<file path="config.mk">
export PLATFORM = sky130hd
export DESIGN_NAME = serial_mag_comp
export DESIGN_NICKNAME = d
export VERILOG_FILES = /design/src/rtl/serial_mag_comp.sv
export SDC_FILE = /design/constraint.sdc
export NUM_CORES = 1
export LEC_CHECK = 0
export BUFFER_PORTS_ARGS = -buffer_cell sky130_fd_sc_hd__buf_2
export CORE_ASPECT_RATIO = 1.4
export CORE_MARGIN = 4
export CORE_UTILIZATION = 49
export CTS_CLUSTER_SIZE = 16
export DETAILED_ROUTE_END_ITERATION = 12
export GPL_ROUTABILITY_DRIVEN = 0
export PLACE_DENSITY_LB_ADDON = 0.15
export SLEW_MARGIN = 20
export SYNTH_ARGS = -nofsm -noshare
export SYNTH_HDL_FRONTEND = slang
export SYNTH_SLANG_ARGS = --single-unit
</file>
<file path="constraint.sdc">
create_clock -name i_clk -period 1.7 [get_ports i_clk]
set_clock_uncertainty 0.05 [all_clocks]
set_input_delay 0.085 -clock i_clk [delete_from_list [all_inputs] [get_ports i_clk]]
set_output_delay 0.085 -clock i_clk [all_outputs]
set_load 0.03 [all_outputs]
</file>
<file path="src/rtl/serial_mag_comp.sv">
// serial_mag_comp: digit-serial MSB-first magnitude comparator, signed or unsigned per request,
// with START/BUSY/DONE handshake and optional early exit at the first differing digit.
module serial_mag_comp #(
   parameter int WIDTH      = 16,
   parameter int DIGIT      = 4,
   parameter int EARLY_EXIT = 1,
   localparam int NDIG      = WIDTH / DIGIT,
   localparam int CW        = $clog2(NDIG + 1)
) (
   input  logic             i_clk,
   input  logic             i_rst_n,
   input  logic             i_start,
   input  logic             i_signed,
   input  logic [WIDTH-1:0] i_x,
   input  logic [WIDTH-1:0] i_y,
   output logic             o_busy,
   output logic             o_done,
   output logic             o_lg_out,
   output logic             o_eq_out,
   output logic             o_rg_out,
   output logic [CW-1:0]    o_cycles
);
   typedef enum logic [1:0] {S_IDLE, S_RUN, S_FIN} state_t;
   state_t r_state, w_next;
   logic [WIDTH-1:0] r_x, r_y, w_flip;
   logic [DIGIT-1:0] w_dx, w_dy;
   logic [CW-1:0] r_cnt, r_cycles;
   logic r_gt, r_lt, r_lg, r_eq, r_rg;
   logic w_gt, w_lt, w_last, w_decide, w_cap;
   // Flipping the sign bit maps two's complement onto offset binary, so one unsigned scan serves both modes.
   assign w_flip   = WIDTH'(i_signed) << (WIDTH - 1);
   assign w_dx     = r_x[WIDTH-1 -: DIGIT];
   assign w_dy     = r_y[WIDTH-1 -: DIGIT];
   assign w_gt     = r_gt || (!r_lt && w_dx > w_dy);
   assign w_lt     = r_lt || (!r_gt && w_dx < w_dy);
   assign w_last   = r_cnt == CW'(NDIG - 1);
   assign w_decide = w_last || (EARLY_EXIT != 0 && (w_gt || w_lt));
   assign w_cap    = i_start && r_state != S_RUN;
   always_comb begin
      w_next = r_state;
      w_next = (r_state == S_RUN) ? (w_decide ? S_FIN : S_RUN) : (i_start ? S_RUN : S_IDLE);
   end
   always_ff @(posedge i_clk or negedge i_rst_n)
      if (!i_rst_n) r_state <= S_IDLE;
      else r_state <= w_next;
   always_ff @(posedge i_clk or negedge i_rst_n)
      if (!i_rst_n) begin
         r_x      <= '0;
         r_y      <= '0;
         r_gt     <= 1'b0;
         r_lt     <= 1'b0;
         r_cnt    <= '0;
         r_lg     <= 1'b0;
         r_eq     <= 1'b0;
         r_rg     <= 1'b0;
         r_cycles <= '0;
      end else if (w_cap) begin
         r_x   <= i_x ^ w_flip;
         r_y   <= i_y ^ w_flip;
         r_gt  <= 1'b0;
         r_lt  <= 1'b0;
         r_cnt <= '0;
      end else if (r_state == S_RUN) begin
         r_x   <= r_x << DIGIT;
         r_y   <= r_y << DIGIT;
         r_gt  <= w_gt;
         r_lt  <= w_lt;
         r_cnt <= r_cnt + CW'(1);
         if (w_decide) begin
            r_lg     <= w_gt;
            r_rg     <= w_lt;
            r_eq     <= !(w_gt || w_lt);
            r_cycles <= r_cnt + CW'(1);
         end
      end
   assign o_busy   = r_state == S_RUN;
   assign o_done   = r_state == S_FIN;
   assign o_lg_out = r_lg;
   assign o_eq_out = r_eq;
   assign o_rg_out = r_rg;
   assign o_cycles = r_cycles;
endmodule

</file>
After elaboration in Yosys (flattened, before gate mapping). Cells that the tools add are included.

Bits in registers: 45. Output and inout port bits: 8. Word-level logic and storage cells: 45. Input bits: 36.

Bitwise operators: 3. Muxes and demuxes: 13. Reduce and logical (&&, ||, !) cells: 12. Equal/unequal tests: 4. Add/sub/neg operators: 1. Order comparisons: 2.

Operators by type and width (count): $mux 16 (4); $xor 16x16->16 (2); $mux 3 (2); $mux 1 (5); $gt 4x4->1 (1); $logic_or 1x1->1 (4); $lt 4x4->1 (1); $mux 2 (2); $add 3x1->3 const B (1); $eq 3x2->1 const B (1); $logic_and 1x1->1 (3); $logic_not 1->1 (3); $reduce_and 3->1 (1); $eq 2x1->1 const B (1); $eq 2x2->1 const B (1); $ne 2x1->1 const B (1); $reduce_bool 2->1 (1); $not 1->1 (1).

Longest topological paths before layout. Gate-level depths: netlist (run 1).

Depth in word-level cells: 7. Mapped depth: 7. Gate-level depth less buffers: 6.

Worst setup path before layout (run 1). No wires, ideal clock.

Kind: flip-flop to flip-flop. From: register r_x[15]. To: register r_cycles[1], in the netlist o_cycles[1]. Arrival time: 1.717 ns. Setup time: 0.125 ns. Buffers on the path: 0. Clock period less this slack: 1.892 ns. Required time: 1.525 ns. Stages on the path, launching flop included: 6. Setup slack: -0.192 ns. Cells stage by stage: dfrtp_1 -> ha_1 -> a211o_1 -> o311ai_4 -> nand2_4 -> mux2_4.

Word-level cells in the longest chain between the ends: 6. Elaborated cells between the ends (all ways): 9. Classes of those cells: order compare: 2; reduce/logical: 7.

Ends and longest elaborated chain: start, declared (line 25) `logic [WIDTH-1:0] r_x, r_y, w_flip;`; start signal, assigned (line 58) `r_x <= i_x ^ w_flip;`; start signal, assigned (line 64) `r_x <= r_x << DIGIT;`; $gt 4x4->1 or $lt 4x4->1 (tied branches) (line 34, 35); $logic_and 1x1->1, on equally long branches (line 34, 35); $logic_or 1x1->1, on equally long branches (line 34, 35); $logic_or 1x1->1 * (2 in series) (line 37) `assign w_decide = w_last || (EARLY_EXIT != 0 && (w_gt || w_lt));`; $reduce_and 3->1 (no line) *; end signal, assigned (line 73) `r_cycles <= r_cnt + CW'(1);`; end, declared (line 27) `logic [CW-1:0] r_cnt, r_cycles;`.

Every way passes the cells marked *; elsewhere a longest branch is shown, timed or not. A chain may end at the register's enable or synchronous reset.

Final worst setup path (run 1).
From: register r_y[15]. To: register r_cycles[1], in the netlist o_cycles[1].

Word-level cells in the longest chain between the ends: 6. Elaborated cells between the ends (all ways): 9. Classes of those cells: order compare: 2; reduce/logical: 7.

Ends and longest elaborated chain: start, declared (line 25); start signal, assigned (line 59) `r_y <= i_y ^ w_flip;`; start signal, assigned (line 65) `r_y <= r_y << DIGIT;`; $gt 4x4->1 or $lt 4x4->1 (tied branches) (line 34, 35); $logic_and 1x1->1, on equally long branches (line 34, 35); $logic_or 1x1->1, on equally long branches (line 34, 35); $logic_or 1x1->1 * (2 in series) (line 37); $reduce_and 3->1 (no line) *.

Marks and branches as above.

==> results of run 1 <==
## report_power, final
group	total, W	switching (W)	internal, W	leakage (nW)
clock network	0.000687	0.000358	0.000329	0.0512
registers	0.00178	0.000264	0.00152	0.562
logic	0.00186	0.00103	0.000833	0.737
## layout by cell type, fill, tap and decap left out, drive strengths merged, types with 2 or more instances in the layout
master / netlist / routed
a21oi: 2 / 2
a22o: 2 / 2
a32o: 2 / 2
buf: 6 / 56
clkbuf: 6 / 6
clkinv: 0 / 3
dfrtp: 45 / 45
dlygate4sd3: 0 / 9
ha: 6 / 6
inv: 8 / 7
mux2i: 30 / 30
nand2: 33 / 33
nor2: 12 / 12
nor2b: 2 / 2
nor3: 2 / 2
o21ai: 30 / 30
o311ai: 2 / 2
xnor2: 2 / 2
## state kept, by name, summed over array words and instances (netlist names)
register and flops:
o_cycles 3, o_eq_out 1, o_lg_out 1, o_rg_out 1, r_cnt 3, r_gt 1, r_lt 1, r_state 2
r_x 16, r_y 16
## cell type report
| class | instances | area share |
|---|---|---|
| Clock inverter | 2 | 0.005109 |
| Tap cell | 45 | 0.02090 |
| Multi-Input combinational cell | 136 | 0.3535 |
| Clock buffer | 6 | 0.03065 |
| Inverter | 8 | 0.01161 |
| Timing Repair Buffer | 65 | 0.1602 |
| Sequential cell | 45 | 0.4180 |
## layer usage
layer	wire length [um]	GRT usage	up-vias
li1	-	-	807
met1	1820	0.2062	758
met2	2222	0.2985	32
met3	162	0.04063	5
met4	32	0.04715	0
met5	0	0	-
## how the worst min path moves through the flow
stage	start	to	slack, ns	cells after the start
2_1_floorplan	i_rst_n	o_cycles[0]	-0.26	0
3_3_place_gp	i_rst_n	r_lt	0.03	2
3_5_place_dp	i_rst_n	r_lt	0.03	2
4_1_cts	i_y[4]	r_y[4]	0.01	3
5_1_grt	i_x[11]	r_x[11]	0.03	3
6_report	i_y[4]	r_y[4]	0.02	3
## worst max-delay path: cells and delay by family (launching register included)
kind | cells | cell delay [ns]
buffers and inverters | 1 | 0.07
adders and majority gates | 1 | 0.20
DFF | 1 | 0.39
AOI/OAI and AO/OA | 2 | 0.61
and+or+nand+nor | 1 | 0.11
muxes | 1 | 0.30
## stage by stage
stage                     setup TNS [ns]  worst slack [ns]  hold slack (ns)  cells  power, W
after detailed placement         -0.4450           -0.1330          0.03132    290  0.003574
final                            -0.4015           -0.1412          0.02066    307  0.004332
after CTS                        -0.4022           -0.1418          0.01211    307  0.004333
after global placement           -0.3209           -0.1117          0.03491    290  0.003514
after global routing             -0.8469           -0.1883          0.02767    307  0.004702
after floorplan                  -0.3201           -0.1232          -0.2606    201  0.002967
## logic make-up after synthesis
| kind of cell | after synthesis | synth area share |
|---|---|---|
| AOI/OAI and AO/OA | 42 | 0.1260 |
| xor gates and xnor gates | 2 | 0.008242 |
| adders and majority gates | 6 | 0.03531 |
| buffers and inverters | 20 | 0.03885 |
| DFF | 45 | 0.5297 |
| muxes | 31 | 0.1483 |
| and+or+nand+nor | 55 | 0.1136 |
## timing repair
item,in CTS,in global routing
pin swaps,2,0
endpoints found under the hold margin,53,0
endpoints found under the setup margin,8,10
hold buffers,9,0
gates resized for setup,3,4
setup buffers,0,0
==> run summary, run 1 <==
Synth cell count leaders: dfrtp_1, nand2_1, mux2i_1, o21ai_0, nor2_1
Post-Synthesis Mean Instance Area: 10.58 um^2
Fraction of layout cells with a size suffix above 1: 0.2977
Status: finished, violations left
Critical path endpoint: o_cycles[1]
Number of synthesized flops with an enable pin: 0
Fin area: 2694 um^2
PD cells: 1608 nW/um^2
CTS clk-pin slew, worst paths: 0.09 ns
CP endpoint kind: flop
Die Area: 5471 um^2
Worst R2R Setup Slack: -0.14 ns
Cell with the most instances after synthesis: dfrtp_1
Later-pin clock latency in the skew report: 0.30 ns
Dpl hpwl: 2.916 mm
Initial cell density of the core: 0.5057
RSZ-0062 raised after global routing: true
Pre-antenna DRT Iters: 4
Synth warn: 0
Vias in the first global route: 1682
Synth top area share: 0.5297
Largest net degree at the start of global routing: 46
Leakage Power: 1.350 nW
Distinct cells, synth: 29
Die Height: 85.94 um
Routed len/inst: 13.80 um
Die Wd: 63.67 um
Synthesized cell area: 2126 um^2
Post-DRT Antenna Nets: 0
CTS buffer count: 5
Reg2reg start: r_y[15]
Final slew viol count: 0
P&R area growth vs syn: 26.72%
PortBufs: 43
Top post-synthesis cells by area: dfrtp_1, mux2i_1, o21ai_0
Yosys top cell by area: dfrtp_1
I/O Pins: 44
Post-synthesis async set-or-reset flop share: 1.000
First-pass GRT wire length: 7.307 mm
Routed vias: 1602
Min cycle time layout: 1.841 ns
Net count, final: 303
Arrival @ worst endpoint: 1.98 ns
First DRT Iteration DRCs: 68
Clk buf depth: 2
Register bit total from synthesis: 45
Core Rows: 28
Post-DP Area: 2480 um^2
Ratio of final minimum period to clock period: 1.083
Max Cap Violations: 0
CP peak stage delay: 0.39 ns
# H-tree levels: 2
RR Endpoint: o_cycles[1]
Drc violations: 0
Via density: 5.218
Hold Fails Final Rpt: 0
Worst path cell trace: inv_2 -> ha_4 -> a211o_1 -> o311ai_4 -> nand2_4 -> mux2_4
Syn Nets: 243
Seq/Total Area, Yosys: 0.5297
Post-Syn Instances: 201
CTS sink count: 45
Final Util: 0.6408
CTS tree: built
Max VDD drop: 0.6752 mV
Initial antenna violation count: 0
GRT overflow: 0
Violated checks: negative setup slack
CP max FO: 5
Final setup violation count: 5
Total track usage: 0.1696
Fillers: 349
Clock root buffer: clkbuf_8
CP startpoint: r_y[15]
Final Worst Setup Slack: -0.1412 ns
DRT Wirelength: 4.237 mm
Area occupied by registers: 1126 um^2
# diodes: 0
Required @ worst endpoint: 1.84 ns
Number of cells on the worst reg-to-reg path: 6
Hold WC Path Type: input port to flop
Fmax: 543.1 MHz
CP startpoint kind: flop
Footprint of the multi-input gates: 952.2 um^2
Slew headroom: 0.8132
Post-synth top flop: dfrtp_1
Crit Path Category: flop to flop
Worst-Margin Slew: 0.2798 ns
Crit-path slowest cell: dfrtp_1
Core Box Area: 4204 um^2
Power figures use the tool's default switching activity.
==> run 2, diff against run 1 <==
- BUFFER_PORTS_ARGS: -buffer_cell sky130_fd_sc_hd__buf_2 -> unset
- CORE_UTILIZATION: 49 -> 50
- DONT_BUFFER_PORTS: unset -> 1
- GPL_ROUTABILITY_DRIVEN: 0 -> 1
==> run summary, run 2 (synthesis results as in run 1) <==
Status: finished, violations left (unchanged)
# H-tree levels: 2 (unchanged)
Fillers: 311 (was 349)
Clock root buffer: clkbuf_8 (unchanged)
PortBufs: 0 (was 43)
CP peak stage delay: 0.39 ns (about the same)
CP endpoint kind: flop (unchanged)
Dpl hpwl: 2.904 mm (was 2.916 mm)
Hold Fails Final Rpt: 0 (unchanged)
CTS tree: built (unchanged)
First-pass GRT wire length: 7.445 mm (was 7.307 mm)
Net count, final: 283 (was 303)
Largest net degree at the start of global routing: 46 (unchanged)
Worst R2R Setup Slack: -0.15 ns (was -0.14 ns)
CP startpoint kind: flop (unchanged)
Arrival @ worst endpoint: 1.98 ns (about the same)
# diodes: 0 (unchanged)
Fin Setup TNS: -0.4964 ns (was -0.4015 ns)
Commonest cells after routing, fill and taps aside: dfrtp_1, nand2_1, dlygate4sd3_1 (was dfrtp_1, buf_2, nand2_1)
CTS sink count: 45 (unchanged)
Largest registers: r_x (16), r_y (16) (unchanged)
Worst-Margin Slew: 0.5690 ns (was 0.2798 ns)
Later-pin clock latency in the skew report: 0.29 ns (was 0.30 ns)
Final slew viol count: 0 (unchanged)
First DRT Iteration DRCs: 70 (was 68)
Commonest non-fill, non-tap cell in the layout: dfrtp_1 (unchanged)
Routed len/inst: 15.27 um (was 13.80 um)
Core Rows: 27 (was 28)
RD Place Congestion: 0.7699
Clk buf depth: 2 (unchanged)
Ratio of final minimum period to clock period: 1.086 (was 1.083)
Post-DRT Antenna Nets: 0 (unchanged)
Initial antenna violation count: 0 (unchanged)
Pre-antenna DRT Iters: 4 (unchanged)
Final Worst Setup Slack: -0.1467 ns (was -0.1412 ns)
Required @ worst endpoint: 1.84 ns (about the same)
Crit-path slowest cell: dfrtp_1 (unchanged)
GRT overflow: 0 (unchanged)
Min cycle time layout: 1.847 ns (was 1.841 ns)
CTS buffer count: 5 (unchanged)
Die Wd: 63.11 um (was 63.67 um)
Fraction of layout cells with a size suffix above 1: 0.1364 (was 0.2977)
Core Box Area: 4020 um^2 (was 4204 um^2)
CP max FO: 5 (unchanged)
Hold depth: 2 (was 3)
I/O Pins: 44 (unchanged)
Leakage Power: 1.264 nW (was 1.350 nW)
Die Height: 85.15 um (was 85.94 um)
Final setup violation count: 7 (was 5)
Routed vias: 1548 (was 1602)
Vias in the first global route: 1664 (was 1682)
Violated checks: negative setup slack (unchanged)
DRT Wirelength: 4.353 mm (was 4.237 mm)
Die Area: 5373 um^2 (was 5471 um^2)
Crit Path Category: flop to flop (unchanged)
Drc violations: 0 (unchanged)
Number of cells on the worst reg-to-reg path: 6 (unchanged)
PD cells: 1565 nW/um^2 (was 1608 nW/um^2)
Hold WC Path Type: input port to flop (unchanged)
P&R area growth vs syn: 27.02% (was 26.72%)
Max VDD drop: 0.9644 mV (was 0.6752 mV)
Initial cell density of the core: 0.5288 (was 0.5057)
Via density: 5.432 (was 5.218)
CTS clk-pin slew, worst paths: 0.08 ns (was 0.09 ns)
Hold slack final: 0.01096 ns (was 0.02066 ns)
Fmax: 541.5 MHz (was 543.1 MHz)
Worst path cell trace: inv_2 -> ha_4 -> a211o_1 -> o311ai_4 -> nand2_4 -> mux2_4 (unchanged)
Max Cap Violations: 0 (unchanged)
Total track usage: 0.1753 (was 0.1696)
Slew headroom: 0.6199 (was 0.8132)
RSZ-0062 raised after global routing: true (unchanged)
run 2: cell types whose count changed in the layout (fill, tap and decap cells not counted), sizes merged:
cell	change
clkinvlp	+1
clkbuf	+1
dlygate4sd3	+22
buf	-42
inv	+1
clkinv	-3
run 2: area by class of cell:
cell class / instances / area, um^2 / share of cell area
Tap cell: 43 / 53.80 / 0.01993
Sequential cell: 45 / 1126 / 0.4171
Timing Repair Buffer: 45 / 460.4 / 0.1705
Clock buffer: 7 / 76.32 / 0.02827
Multi-Input combinational cell: 136 / 945.9 / 0.3503
Clock inverter: 1 / 7.507 / 0.002780
Inverter: 8 / 30.03 / 0.01112
run 2: worst max-delay path, delay by kind of cell, from the launching register on:
family,cells,cell delay (ns)
adders and majority gates,1,0.20
DFF,1,0.39
muxes,1,0.30
and+or+nand+nor,1,0.11
buffers and inverters,1,0.07
AOI/OAI and AO/OA,2,0.62
run 2: routing by layer:
layer / GRT usage / up-vias / share of wire
met4: 0.06024 / 0 / 0.013
met3: 0.03709 / 6 / 0.045
met5: 0 / - / 0
li1: - / 770 / -
met2: 0.3112 / 41 / 0.54
met1: 0.2082 / 731 / 0.40
run 2: metrics by stage:
step                        util  worst slack [ns]  cells  cell area [um^2]  total power, W
final                     0.6716           -0.1467    285              2700        0.004225
after global routing      0.6716           -0.1900    285              2700        0.004575
after CTS                 0.6695           -0.1461    285              2691        0.004235
after detailed placement  0.5559           -0.1539    243              2235        0.003431
after global placement    0.5559           -0.1258    243              2235        0.003325
after floorplan                -           -0.1232    201              2138        0.002967
run 2: worst paths after layout:
path	start	end
max in group asynchronous	i_rst_n	r_x[2]
hold / removal	i_start	r_x[15]
min in group asynchronous	i_rst_n	o_lg_out
hold reg to reg	r_x[1]	r_x[5]
setup reg to reg	r_y[15]	o_cycles[1]
setup / recovery	r_y[15]	o_cycles[1]
run 2: repair_timing:
action,CTS,global route
pin swaps,1,0
hold endpoints to repair,83,0
gates resized for setup,1,3
hold buffers,33,0
endpoints found under the setup margin,7,9
setup buffers,1,0
run 2: report_power, final:
part	internal [W]	switching [W]	total, W
Sequential	0.00152	0.000408	0.00193
Clock	0.000291	0.000350	0.000641
Combinational	0.000800	0.000859	0.00166
==> run 3, diff against run 2 <==
- REMOVE_ABC_BUFFERS: unset -> 1
==> run summary, run 3 (synthesis results as in run 1) <==
Initial antenna violation count: 0 (unchanged)
Required @ worst endpoint: 1.83 ns (was 1.84 ns)
Max Cap Violations: 0 (unchanged)
CTS tree: built (unchanged)
Die Height: 85.15 um (unchanged)
Leakage Power: 1.297 nW (was 1.264 nW)
Slew headroom: 0.6183 (was 0.6199)
Status: finished, violations left (unchanged)
RR Endpoint: o_cycles[1] (unchanged)
Final total power: 0.004481 W (was 0.004225 W)
Hold WC Path Type: input port to flop (unchanged)
P&R area growth vs syn: 29.90% (was 27.02%)
CP max FO: 5 (unchanged)
Fraction of layout cells with a size suffix above 1: 0.1667 (was 0.1364)
Worst-Margin Slew: 0.5714 ns (was 0.5690 ns)
Worst path cell trace: ha_4 -> a211o_1 -> o311ai_4 -> nand2_4 -> mux2_4 (was inv_2 -> ha_4 -> a211o_1 -> o311ai_4 -> nand2_4 -> mux2_4)
Cells after DPL: 245 (was 243)
Vias in the first global route: 1655 (was 1664)
PortBufs: 0 (unchanged)
Commonest cells after routing, fill and taps aside: dfrtp_1, nand2_1, dlygate4sd3_1 (unchanged)
Net count, final: 287 (was 283)
Arrival @ worst endpoint: 2.01 ns (was 1.98 ns)
Later-pin clock latency in the skew report: 0.29 ns (about the same)
Worst R2R Setup Slack: -0.18 ns (was -0.15 ns)
Fmax: 531.2 MHz (was 541.5 MHz)
Commonest non-fill, non-tap cell in the layout: dfrtp_1 (unchanged)
PD cells: 1623 nW/um^2 (was 1565 nW/um^2)
Final setup violation count: 7 (unchanged)
Via density: 5.478 (was 5.432)
Largest net degree at the start of global routing: 46 (unchanged)
# diodes: 0 (unchanged)
DRT Wirelength: 4.406 mm (was 4.353 mm)
Total track usage: 0.1793 (was 0.1753)
Final slew viol count: 0 (unchanged)
CTS buffer count: 5 (unchanged)
Min cycle time layout: 1.882 ns (was 1.847 ns)
Hold Fails Final Rpt: 1 (was 0)
Crit-path slowest cell: dfrtp_1 (unchanged)
Fillers: 319 (was 311)
Ratio of final minimum period to clock period: 1.107 (was 1.086)
# H-tree levels: 2 (unchanged)
WHS Endpoint: r_y[4] (was r_x[15])
RSZ-0062 raised after global routing: true (unchanged)
Hold_sp: i_y[4] (was i_start)
CTS sink count: 45 (unchanged)
Crit Path Category: flop to flop (unchanged)
First-pass GRT wire length: 7.583 mm (was 7.445 mm)
Initial cell density of the core: 0.5288 (unchanged)
Drc violations: 0 (unchanged)
Post-DRT Antenna Nets: 0 (unchanged)
Pre-antenna DRT Iters: 4 (unchanged)
I/O Pins: 44 (unchanged)
RD Place Congestion: 0.8394 (was 0.7699)
Reg2reg start: r_x[15] (was r_y[15])
Core Rows: 27 (unchanged)
GRT overflow: 0 (unchanged)
Hold depth: 2 (unchanged)
Number of cells on the worst reg-to-reg path: 5 (was 6)
CP peak stage delay: 0.42 ns (was 0.39 ns)
Routed len/inst: 15.25 um (was 15.27 um)
CP startpoint kind: flop (unchanged)
CTS clk-pin slew, worst paths: 0.08 ns (about the same)
Clock root buffer: clkbuf_8 (unchanged)
Die Area: 5373 um^2 (unchanged)
Final cell count without fillers: 289 (was 285)
Hold slack final: -0.005109 ns (was 0.01096 ns)
Violated checks: negative hold slack, negative setup slack (was negative setup slack)
Max VDD drop: 0.8120 mV (was 0.9644 mV)
Dpl hpwl: 2.951 mm (was 2.904 mm)
Core Box Area: 4020 um^2 (unchanged)
Final Worst Setup Slack: -0.1825 ns (was -0.1467 ns)
Largest registers: r_x (16), r_y (16) (unchanged)
Die Wd: 63.11 um (unchanged)
Routed vias: 1583 (was 1548)
First DRT Iteration DRCs: 63 (was 70)
Fin Setup TNS: -0.7278 ns (was -0.4964 ns)
Clk buf depth: 2 (unchanged)
CP endpoint kind: flop (unchanged)
## run 3: per-layer routing
layer  vias up  part of all wire  global-route usage
met2        38              0.54              0.3228
met3         5             0.044             0.04238
met4         0             0.011             0.06024
li1        779                 -                   -
met1       761              0.41              0.2069
met5         -                 0                   0
## run 3: critical path: cells and delay by family, from the launching register on
family	cells	cell delay [ns]
DFF	1	0.42
adders and majority gates	1	0.25
AOI/OAI and AO/OA	2	0.64
muxes	1	0.30
and+or+nand+nor	1	0.11
## run 3: timing repair
action / in CTS / in global routing
endpoints found under the setup margin: 8 / 10
gates cloned: 0 / 0
endpoints found under the hold margin: 82 / 0
pin swaps: 8 / 5
setup buffers: 3 / 2
gates resized for setup: 5 / 10
hold buffers: 33 / 0
## run 3: final cells by class
type	count	area [um^2]	area share
well taps	43	53.80	0.01948
multi-input cells	136	974.7	0.3530
flip-flops and latches	45	1126	0.4078
inverters	8	30.03	0.01087
repair buffers	49	494.2	0.1790
clock buffers	6	72.57	0.02628
clock inverters	2	10.01	0.003625
## run 3: worst max path at each step
stage,slack [ns],from,depth (start not counted),end
after CTS,-0.20,r_y[15],6,o_cycles[1]
after global routing,-0.25,r_x[15],5,o_cycles[1]
after floorplan,-0.75,r_state[1],4,o_eq_out
after global placement,-0.17,r_x[15],5,o_cycles[1]
after detailed placement,-0.22,r_x[15],5,o_cycles[1]
final,-0.18,r_x[15],5,o_cycles[1]
## run 3: report_power, final
| group | leakage, nW | total (W) | switching, W | internal (W) |
|---|---|---|---|---|
| sequential | 0.562 | 0.00194 | 0.000420 | 0.00152 |
| clock | 0.0450 | 0.000626 | 0.000341 | 0.000285 |
| combinational | 0.691 | 0.00192 | 0.000961 | 0.000956 |
## run 3: per-stage QoR
stage	worst slack [ns]	area [um^2]	util
floorplan	-0.7522	2073	-
global placement	-0.1685	2237	0.5565
detailed placement	-0.2211	2237	0.5565
CTS	-0.2018	2715	0.6754
global route	-0.2483	2761	0.6869
finish	-0.1825	2761	0.6869
